File: src/rtl/mac_tile_db.sv
//==============================================================================
// Module   : mac_tile_db
// Brief    : Double-buffered signed MAC tile for a weight-stationary systolic
//            array: active/shadow weight banks, west-to-east swap, optional
//            saturating accumulation.
// Revision : 1.0 - initial release
//==============================================================================
`default_nettype none

module mac_tile_db #(
    parameter int bw      = 4,
    parameter int psum_bw = 16,   // must satisfy psum_bw >= 2*bw
    parameter bit sat_en  = 1'b0
) (
    input  logic               clk,
    input  logic               reset,
    input  logic [bw-1:0]      in_w,
    input  logic [2:0]         inst_w,
    input  logic [psum_bw-1:0] in_n,
    output logic [bw-1:0]      out_e,
    output logic [2:0]         inst_e,
    output logic [psum_bw-1:0] out_s,
    output logic               shadow_full
);

    localparam int c_EXT_W = psum_bw + 1 - 2*bw;

    logic [bw-1:0]      a_q, a_d;
    logic [bw-1:0]      bank0_q, bank0_d;
    logic [bw-1:0]      bank1_q, bank1_d;
    logic [psum_bw-1:0] c_q;
    logic [2:0]         inst_q, inst_d;
    logic               act_sel_q, act_sel_d;
    logic               sf_q, sf_d;

    logic               w_swap;
    logic               w_load;
    logic [bw-1:0]      w_act;
    logic [2*bw-1:0]    w_prod;
    logic [psum_bw:0]   w_sum;
    logic               w_ovf;

    // A swap in the same cycle frees the old active bank for an incoming load.
    assign w_swap = inst_w[2] & sf_q;
    assign w_load = inst_w[0] & (~sf_q | inst_w[2]);

    always_comb begin
        a_d       = (inst_w[0] | inst_w[1]) ? in_w : a_q;
        act_sel_d = act_sel_q ^ w_swap;
        bank0_d   = bank0_q;
        bank1_d   = bank1_q;
        if (w_load) begin
            if (act_sel_d) bank0_d = in_w;
            else           bank1_d = in_w;
        end
        if (w_load)      sf_d = 1'b1;
        else if (w_swap) sf_d = 1'b0;
        else             sf_d = sf_q;
        inst_d = {inst_w[2], inst_w[1], inst_w[0] & ~w_load};
    end

    always_ff @(posedge clk or negedge reset) begin
        if (!reset) begin
            a_q       <= '0;
            c_q       <= '0;
            inst_q    <= '0;
            bank0_q   <= '0;
            bank1_q   <= '0;
            act_sel_q <= 1'b0;
            sf_q      <= 1'b0;
        end else begin
            a_q       <= a_d;
            c_q       <= in_n;
            inst_q    <= inst_d;
            bank0_q   <= bank0_d;
            bank1_q   <= bank1_d;
            act_sel_q <= act_sel_d;
            sf_q      <= sf_d;
        end
    end

    assign w_act = act_sel_q ? bank1_q : bank0_q;

    // Low 2*bw bits of the sign-extended operands' product equal the signed product.
    assign w_prod = {{bw{a_q[bw-1]}}, a_q} * {{bw{w_act[bw-1]}}, w_act};
    assign w_sum  = {c_q[psum_bw-1], c_q} + {{c_EXT_W{w_prod[2*bw-1]}}, w_prod};
    assign w_ovf  = w_sum[psum_bw] ^ w_sum[psum_bw-1];

    always_comb begin
        out_s = w_sum[psum_bw-1:0];
        if (sat_en && w_ovf) begin
            out_s = w_sum[psum_bw] ? {1'b1, {(psum_bw-1){1'b0}}}
                                   : {1'b0, {(psum_bw-1){1'b1}}};
        end
    end

    assign out_e       = a_q;
    assign inst_e      = inst_q;
    assign shadow_full = sf_q;

endmodule

`default_nettype wire

File: config.mk
export PLATFORM = sky130hd
export DESIGN_NAME = mac_tile_db
export DESIGN_NICKNAME = d
export VERILOG_FILES = /design/src/rtl/mac_tile_db.sv
export SDC_FILE = /design/constraint.sdc
export NUM_CORES = 1
export LEC_CHECK = 0
export ABC_AREA = 0
export BUFFER_PORTS_ARGS = -buffer_cell sky130_fd_sc_hd__buf_2
export CAP_MARGIN = 30
export CORE_ASPECT_RATIO = 1.4
export CORE_MARGIN = 2
export CORE_UTILIZATION = 43
export CTS_CLUSTER_DIAMETER = 100
export DETAILED_ROUTE_END_ITERATION = 10
export SLEW_MARGIN = 20
export SYNTH_ARGS = -nofsm -noshare
export SYNTH_HDL_FRONTEND = slang
export SYNTH_SLANG_ARGS = --single-unit
File: constraint.sdc
create_clock -name clk -period 4.62 [get_ports clk]
set_input_delay 0 -clock clk [delete_from_list [all_inputs] [get_ports clk]]
set_output_delay 0 -clock clk [all_outputs]
set_load 0.05 [all_outputs]
==> impl_results.md, run 1 <==
* Status: finished, final reports clean
* Synthesis-stage register bit count at 33
* Max Cap Viol at 0
* Pre-CTS setup slack at 0.0418 ns
* Ys async rst share at 100%
* Max Slew Vio Count at 0
* RePlAce Congestion at around 0.8
* Vias in the first global route at between 2,000 and 2,500
* Crit-path max FO at 5
* Crit end category: primary output
* Largest net degree at the start of global routing at 34
* Post-DP HPWL at approximately 4.2 mm
* # rows at 35
* Routed wire length at 5.26 mm
* First-pass GRT wire length at a little over 9 mm
* GRT Overall Usage at between 10% and 20%
* DRT iter0 DRCs at 35
* 1st-pass router iterations at 4
* Die Y at ~100 um
* Clock root cell: clkbuf_8
* Clock Path Buffers at 2
* Clock Latency Late Sink at 0.28 ns
* CTS tree: done
* Fin. Hold Viols at 0
* Clock skew at 0.00825 ns
* Nets at around 450
* Cells after Synth at approximately 270
* YS warnings at 0
* Layout area overhead at 29.4%
* Critical setup path kind: reg -> out
* WP data arrival at ~4.4 ns
* Worst setup margin at a little under 0.2 ns
* Fin crit period at around 4.4 ns
* Total grt overflow at 0
* RSZ-0062 raised after global routing: yes
* Die Footprint at 7380 um^2
* Crit path required time at 4.62 ns
* Sink Count at 33
* Synth cell types at 34
* # IOs at between 40 and 50
* Worst relative slew slack at a little over half
* # diodes at 0
* Synth Net Count at 361
* Synth top area share at 28.7%
* Via density at about 4.7
* WL/cell at about 12 um
* Post-route ant nets at 0
* Total number of vias at between 2,000 and 2,500
* Share of post-route cells with drive strength above 1 at 26.8%
* Synth area leader: dfrtp_1
* Initial Util at ~44%
* Clock transition at path regs at approximately 0.07 ns
* Number of enable flip-flop cells after synthesis at 0
* Least-Margin Pin Slew at 0.719 ns
* Register area share after synthesis at 28.7%
* Hold crit path type: in -> async
* Most instantiated cells after synthesis: inv_1 (73), dfrtp_1 (33), ha_1 (33)
* Area of the core at between 6000 and 7000 um^2
* Antenna violations before repair at 0
* Residual DRC at 0
* Post-Synthesis Cell Area at 2880 um^2
* CTS buffer count at 5
* Synth Area per Inst at 10.5 um^2
* F_max at 226 MHz
* Final setup viols at 0
* Fin crit share at 95.7%
* Top cells by area, synth: dfrtp_1 (29%), fa_1 (21%), ha_1 (14%)
* H-tree depth at 2
* Most used DFF post-synth: dfrtp_1
* Die Span X at approximately 73 um
* CP Launch Type: flip-flop
* Most common cell in the synthesized netlist: inv_1
* Port-buffer cells at 48
==> cells in the final DEF, fill, tap and decap left out, drive strengths merged <==
cell type	instances
nor2	5
a21o	2
nand2	7
clkinv	2
inv	73
xor2	6
o21a	4
a31oi	2
a211o	1
o211ai	4
nor3	1
fa	30
mux2i	6
mux2	12
nor2b	11
buf	52
nand4	1
and3	1
o21bai	2
dlygate4sd3	24
dfrtp	33
xnor2	11
nor4b	1
nand2b	4
nand3	4
or2	1
clkbuf	9
a221oi	2
ha	33
a2bb2oi	1
o21ai	6
a21oi	7
==> kinds of logic after synthesis <==
logic type | count (synthesis) | share of synthesized area [%]
buffers and inverters | 75 | 9.91
adder cells (fa/ha/maj) | 63 | 35.2
AND/OR/NAND/NOR | 36 | 6.91
flip-flops | 33 | 28.7
AO/OA/AOI/OAI | 31 | 7.34
multiplexers | 18 | 6.78
XOR/XNOR | 17 | 5.17
==> per-layer routing <==
layer  routed length (um)  vias up  track usage [%]
met1                 2180      984             18.8
met2                 2920       31             29.2
met5                    0        -                0
li1                     -     1018                -
met3                  109        4             1.90
met4                   52        0             5.84
==> worst paths after layout <==
check / from / endpoint / slack (ns) / cells after the start
worst min register to register: bank1_q[0] / bank1_q[0] / 0.52 / 1
worst max-delay path: act_sel_q / out_s[11] / 0.20 / 13
worst min-delay path: reset / c_q[1] / 0.30 / 2
max in group asynchronous: reset / act_sel_q / 3.82 / 2
min in group clk: in_n[10] / c_q[10] / 0.36 / 2
worst max register to register: act_sel_q / bank1_q[3] / 3.15 / 5
==> stage by stage <==
stage                     hold slack [ns]  instances  TNS [ns]  instance area, um^2  utilization [%]
after floorplan                    -0.296        273         0                 2920                -
after global placement             0.0939        397         0                 3270             50.1
after detailed placement           0.0938        397         0                 3270             50.1
after CTS                           0.323        429         0                 3620             55.5
after global routing                0.353        432   -0.0319                 3720             57.1
final                               0.302        432         0                 3720             57.1
==> flip-flops by register name, indices dropped and copies added (netlist names) <==
register	count
c_q	16
bank0_q	4
bank1_q	4
out_e	4
inst_e	3
act_sel_q	1
shadow_full	1
==> worst max-delay path, stage by stage, from the launching register on <==
cell	delay [ns]
dfrtp_2	0.50
mux2i_4	0.23
or2_2	0.30
fa_1	0.50
fa_1	0.51
fa_1	0.61
inv_1	0.06
ha_1	0.31
a21oi_2	0.17
o211ai_2	0.17
a31oi_1	0.28
o21ai_1	0.13
xor2_2	0.15
clkbuf_4	0.21
==> layout make-up <==
cell class	instances	area (um^2)
Fill cell	596	2800
Multi-Input combinational cell	165	1890
Sequential cell	33	827
Timing Repair Buffer	79	556
Inverter	73	274
Tap cell	74	92.6
Clock buffer	6	72.6
Clock inverter	2	10.0
==> what timing repair did <==
| item | in CTS | in global routing |
|---|---|---|
| resized for setup | 9 | 19 |
| pin swaps | 0 | 3 |
| hold endpoints to repair | 64 | 0 |
| buffers inserted | 0 | 3 |
| endpoints found under the setup margin | 5 | 6 |
| hold buffers | 24 | 0 |
Power of run 1 is left out: the tool's default activity adds up to more than one toggle a clock period on the data nets, which glitch-free logic cannot reach.
==> run 2, diff against run 1 <==
CORE_UTILIZATION = 25   (was 43)
MAX_ROUTING_LAYER = met4   (was not set)
clock period = 4.54 ns   (was 4.62 ns; I/O delays follow)
==> impl_results.md, run 2 (same netlist as run 1, synthesis figures left out) <==
* Initial Util at 25.5% (-19 points)
* CTS tree: done
* WL/cell at 11.4 um (-6.2%)
* F_max at between 200 and 250 MHz
* Setup TNS at 0 ns (unchanged)
* Biggest cell delay along the critical path at 0.54 ns (-0.07 ns)
* Hold WS at 0.00160 ns (-0.300 ns)
* Final setup viols at 0 (unchanged)
* Max Cap Viol at 0 (unchanged)
* Crit end category: primary output
* Sink Count at 33 (unchanged)
* Via density at 4.13 (-12%)
* Clock Path Buffers at 2 (unchanged)
* H-tree depth at 2 (unchanged)
* First-pass GRT wire length at 9.54 mm (+2.2%)
* Clock Latency Late Sink at 0.28 ns (about the same)
* WP data arrival at 4.39 ns (-0.03 ns)
* Layout area overhead at 37.1%
* # IOs at 49 (unchanged)
* Fin crit period at approximately 4.4 ns
* Fin. Hold Viols at 0 (unchanged)
* Clock transition at path regs at 0.05 ns (-0.02 ns)
* Vias in the first global route at 2,223 (+1.7%)
* Crit-path max FO at 8 (+3)
* Top reg by flops: c_q
* Die Span X at 94.7 um (+29%)
* Largest register FFs at 16 (unchanged)
* CP bufs+invs at 4 (+2)
* CTS buffer count at 5 (unchanged)
* Die Footprint at 12,400 um^2 (+68%)
* Top Family by Delay on Critical Path: adder cells
* Port-buffer cells at 48 (unchanged)
* Area of the core at 11,300 um^2 (+73%)
* Share of post-route cells with drive strength above 1 at 29.8% (+3.0 points)
* Pre-CTS setup slack at 0.0349 ns (-0.00693 ns)
* FF-to-FF path depth at 5 (unchanged)
* Hold path endpoint: out_e[2]
* Reg2Reg Setup Slack at 3.05 ns (-0.10 ns)
* Slowest CP cell: fa_1
* Critical setup path kind: reg -> out
* RR Endpoint: bank1_q[2]
* Max Slew Vio Count at 0 (unchanged)
* Hold Crit Start: in_w[2]
* Nets at 443 (-0.45%)
* Crit path required time at 4.54 ns (-0.08 ns)
* GRT Overall Usage at 10.1% (-5.9 points)
* Least-Margin Pin Slew at 0.745 ns (+0.0258 ns)
* RePlAce Congestion at 0.774 (-1.2%)
* Worst r2r src: act_sel_q
* M2 GR Usage at 17.6% (-12 points)
* # rows at 46 (+31%)
* Hold depth at 2
* Worst relative slew slack at 50.4% (-1.7 points)
* Clock skew at 0.00196 ns (-0.00629 ns)
* DRT iter0 DRCs at 24 (-31%)
* Fin crit share at roughly 97%
* GRT met1 Usage at 11.1% (-7.7 points)
* 1st-pass router iterations at 4 (unchanged)
* Commonest non-fill, non-tap cell in the layout: inv_1
* Total grt overflow at 0 (unchanged)
* Antenna violations before repair at 0 (unchanged)
* Worst setup margin at 0.153 ns (-0.0436 ns)
* Largest net degree at the start of global routing at 34 (unchanged)
* Post-DP HPWL at 4.69 mm (+12%)
* Highest-count cells in the layout ignoring fill and taps: inv_1 (73), buf_2 (42), dfrtp_1 (32)
* CP Launch Type: flip-flop
* Post-route ant nets at 0 (unchanged)
* # diodes at 0 (unchanged)
* Die Y at 131 um (+30%)
* Residual DRC at 0 (unchanged)
* Total number of vias at 2,067 (+1.5%)
* Status: finished, final reports clean
* Hold crit path type: in -> reg
* Routed wire length at 5.71 mm (+8.5%)
* Met3 usage at 1.26% (-0.64 points)
* Fill count at 1,156 (+94%)
* Gr busiest metal: met2
* RSZ-0062 raised after global routing: yes
* Worst-path cell chain: mux2i_4, mux2i_1, ha_2, buf_4, fa_1, inv_1, fa_1, inv_1, ha_1, nand4_1, nor3_1, a221oi_2, o21ai_1, xnor2_2, buf_4
* Clock root cell: clkbuf_16
[run 2: changes by cell type in the layout (fill, tap and decap cells not counted), moves of 2 or more]
cell           before  now
buf_4               8   10
dlygate4sd3_1      24   22
clkbuf_8            5    1
a21oi_4             0    2
clkbuf_4            3    1
clkbuf_16           0    5
ha_2                1    3
ha_1               31   29
clkinv_2            2    0
[run 2: worst reg2reg max path, stage by stage (launching register included)]
cell and delay, ns:
dfrtp_2 0.50, buf_4 0.19, nand3_1 0.06, o21ai_0 0.08, nand2_1 0.17, mux2_2 0.37
[run 2: per-layer routing]
layer	vias up	part of all wire (%)
met4	0	2.8
met1	1006	40
li1	1016	-
met3	10	2.9
met2	35	54
met5	-	0
[run 2: per-stage QoR]
stage / instance area [um^2] / std cells / util [%]
after global routing: 3950 / 500 / 35.0
final: 3950 / 500 / 35.0
after floorplan: 2920 / 273 / -
after CTS: 3780 / 497 / 33.6
after global placement: 3360 / 467 / 29.8
after detailed placement: 3360 / 467 / 29.8
[run 2: worst max path at each step]
stage	start	endpoint	slack, ns	cells after the start
after floorplan	out_e[3]	out_s[13]	0.09	12
after global placement	act_sel_q	out_s[12]	0.14	14
after detailed placement	act_sel_q	out_s[12]	0.03	14
after CTS	act_sel_q	out_s[15]	0.004	13
after global routing	act_sel_q	out_s[15]	-0.06	15
final	act_sel_q	out_s[15]	0.15	15
[run 2: cell type report]
| type | count | area [um^2] | share of cell area [%] |
|---|---|---|---|
| clock buffers | 7 | 143 | 3.61 |
| flip-flops and latches | 33 | 827 | 21.0 |
| inverters | 73 | 274 | 6.94 |
| repair buffers | 77 | 536 | 13.6 |
| well taps | 144 | 180 | 4.56 |
| clock inverters | 1 | 30.0 | 0.761 |
| multi-input cells | 165 | 1960 | 49.6 |
[run 2: what timing repair did]
action                     4_1_cts  5_1_grt
setup endpoints to repair        7        7
pin swaps                        1        8
hold buffers                    22        0
hold endpoints to repair        58        0
resized for setup               10       30
buffers inserted                 0        3
Power of run 2 is left out for the same reason.
==> run 3, diff against run 2 <==
clock period = 5 ns   (was 4.54 ns; I/O delays follow)
==> impl_results.md, run 3 (same netlist as run 1, synthesis figures left out) <==
* Least-Margin Pin Slew at 0.729 ns (-0.0152 ns)
* H-tree depth at 2 (unchanged)
* Die Span X at 94.7 um (unchanged)
* CP bufs+invs at 3 (-1)
* DRT iter0 DRCs at 56 (+130%)
* Die Y at 131 um (unchanged)
* Via density at 4.10 (-0.81%)
* Hold WS at 0.314 ns (+0.312 ns)
* Crit path required time at 5.00 ns (+0.46 ns)
* Layout area overhead at 28.5%
* WP data arrival at 4.67 ns (+0.28 ns)
* Crit end category: primary output
* Commonest non-fill, non-tap cell in the layout: inv_1
* Vias in the first global route at 2,178 (-2.0%)
* Hold crit path type: in -> async
* Fin crit period at 4.67 ns
* Max Slew Vio Count at 0 (unchanged)
* Top reg by flops: c_q
* Sink Count at 33 (unchanged)
* Worst relative slew slack at 51.4% (+1.0 points)
* Final setup viols at 0 (unchanged)
* F_max at about 210 MHz
* # IOs at 49 (unchanged)
* Nets at 440 (-0.68%)
* Setup TNS at 0 ns (unchanged)
* Total number of vias at 2,038 (-1.4%)
* Die Footprint at 12,400 um^2 (unchanged)
* RSZ-0062 raised after global routing: no
* Critical setup path kind: reg -> out
* Share of post-route cells with drive strength above 1 at 22.1% (-7.7 points)
* CP Launch Type: flip-flop
* Slowest CP cell: fa_1
* Clock transition at path regs at 0.05 ns (about the same)
* Clock Path Buffers at 2 (unchanged)
* Highest-count cells in the layout ignoring fill and taps: inv_1 (73), buf_2 (48), ha_1 (33)
* Residual DRC at 0 (unchanged)
* Post-route ant nets at 0 (unchanged)
* Largest net degree at the start of global routing at 34 (unchanged)
* CTS buffer count at 5 (unchanged)
* Fin. Hold Viols at 0 (unchanged)
* Clock skew at 0.00400 ns (+0.00204 ns)
* Clock Latency Late Sink at 0.28 ns (about the same)
* Worst-path cell chain: mux2i_2, nor2b_1, fa_1, fa_1, inv_1, fa_1, inv_1, ha_1, nor2b_4, o211ai_1, a31oi_1, nor4b_1, a2bb2oi_1, buf_2
* Total grt overflow at 0 (unchanged)
* First-pass GRT wire length at 9.56 mm (+0.15%)
* # rows at 46 (unchanged)
* CTS tree: done
* Worst Setup SP: act_sel_q
* Fin crit share at about 93%
* Area of the core at 11,300 um^2 (unchanged)
* Top Family by Delay on Critical Path: adder cells
* Antenna violations before repair at 0 (unchanged)
* Biggest cell delay along the critical path at 0.54 ns (about the same)
* Largest register FFs at 16 (unchanged)
* Max Cap Viol at 0 (unchanged)
* Initial Util at 25.5% (unchanged)
* 1st-pass router iterations at 3 (-1)
* Crit-path max FO at 8 (unchanged)
* GRT Overall Usage at 10.1% (+0.087 points)
* RePlAce Congestion at 0.793 (+2.5%)
* # diodes at 0 (unchanged)
* Post-DP HPWL at 4.78 mm (+1.9%)
* Clock root cell: clkbuf_16
* Most used cell along the critical path: fa_1
* Worst r2r src: act_sel_q
* WL/cell at 11.3 um (-0.84%)
* Status: finished, final reports clean
* Routed wire length at 5.62 mm (-1.4%)
* Port-buffer cells at 48 (unchanged)
-- run 3: changes by cell type in the layout (fill, tap and decap cells not counted), sizes merged --
| cell | previous run | this run |
|---|---|---|
| clkbuf | 8 | 5 |
| dlygate4sd3 | 22 | 24 |
| clkinvlp | 0 | 1 |
| buf | 54 | 50 |
| clkinv | 0 | 2 |
| bufinv | 1 | 0 |
-- run 3: timing repair --
item                                    4_1_cts  5_1_grt
endpoints found under the setup margin        0        3
resized for setup                             0        4
buffers inserted                              0        0
endpoints found under the hold margin        62        0
hold buffers                                 24        0
-- run 3: final timing paths --
check | to | slack (ns) | cells past startpoint
setup / recovery | out_s[12] | 0.33 | 14
hold / removal | c_q[10] | 0.31 | 2
setup reg to reg | bank1_q[1] | 3.70 | 4
hold reg to reg | bank0_q[0] | 0.51 | 1
max in group asynchronous | act_sel_q | 4.17 | 2
min in group clk | c_q[6] | 0.36 | 2
-- run 3: final cells by class --
class,instances,area (um^2)
Clock buffer,5,125
Inverter,73,274
Multi-Input combinational cell,165,1780
Sequential cell,33,827
Fill cell,1176,7580
Tap cell,144,180
Timing Repair Buffer,74,495
Clock inverter,3,17.5
-- run 3: per-layer routing --
layer  global-route usage [%]  vias to the layer above  part of all wire (%)
li1                         -                     1013                     -
met5                        -                        -                     0
met3                     1.09                       15                   2.9
met2                     17.5                       38                    53
met1                     11.1                      972                    40
met4                     6.14                        0                   4.1
-- run 3: stage by stage --
stage	worst slack (ns)	cells	cell area [um^2]	util, %
CTS	0.166	497	3690	32.7
detailed placement	0.480	465	3300	29.3
floorplan	0.179	273	2880	-
global placement	0.575	465	3300	29.3
finish	0.329	497	3700	32.8
global route	0.0145	497	3700	32.8
Power of run 3 is left out for the same reason.
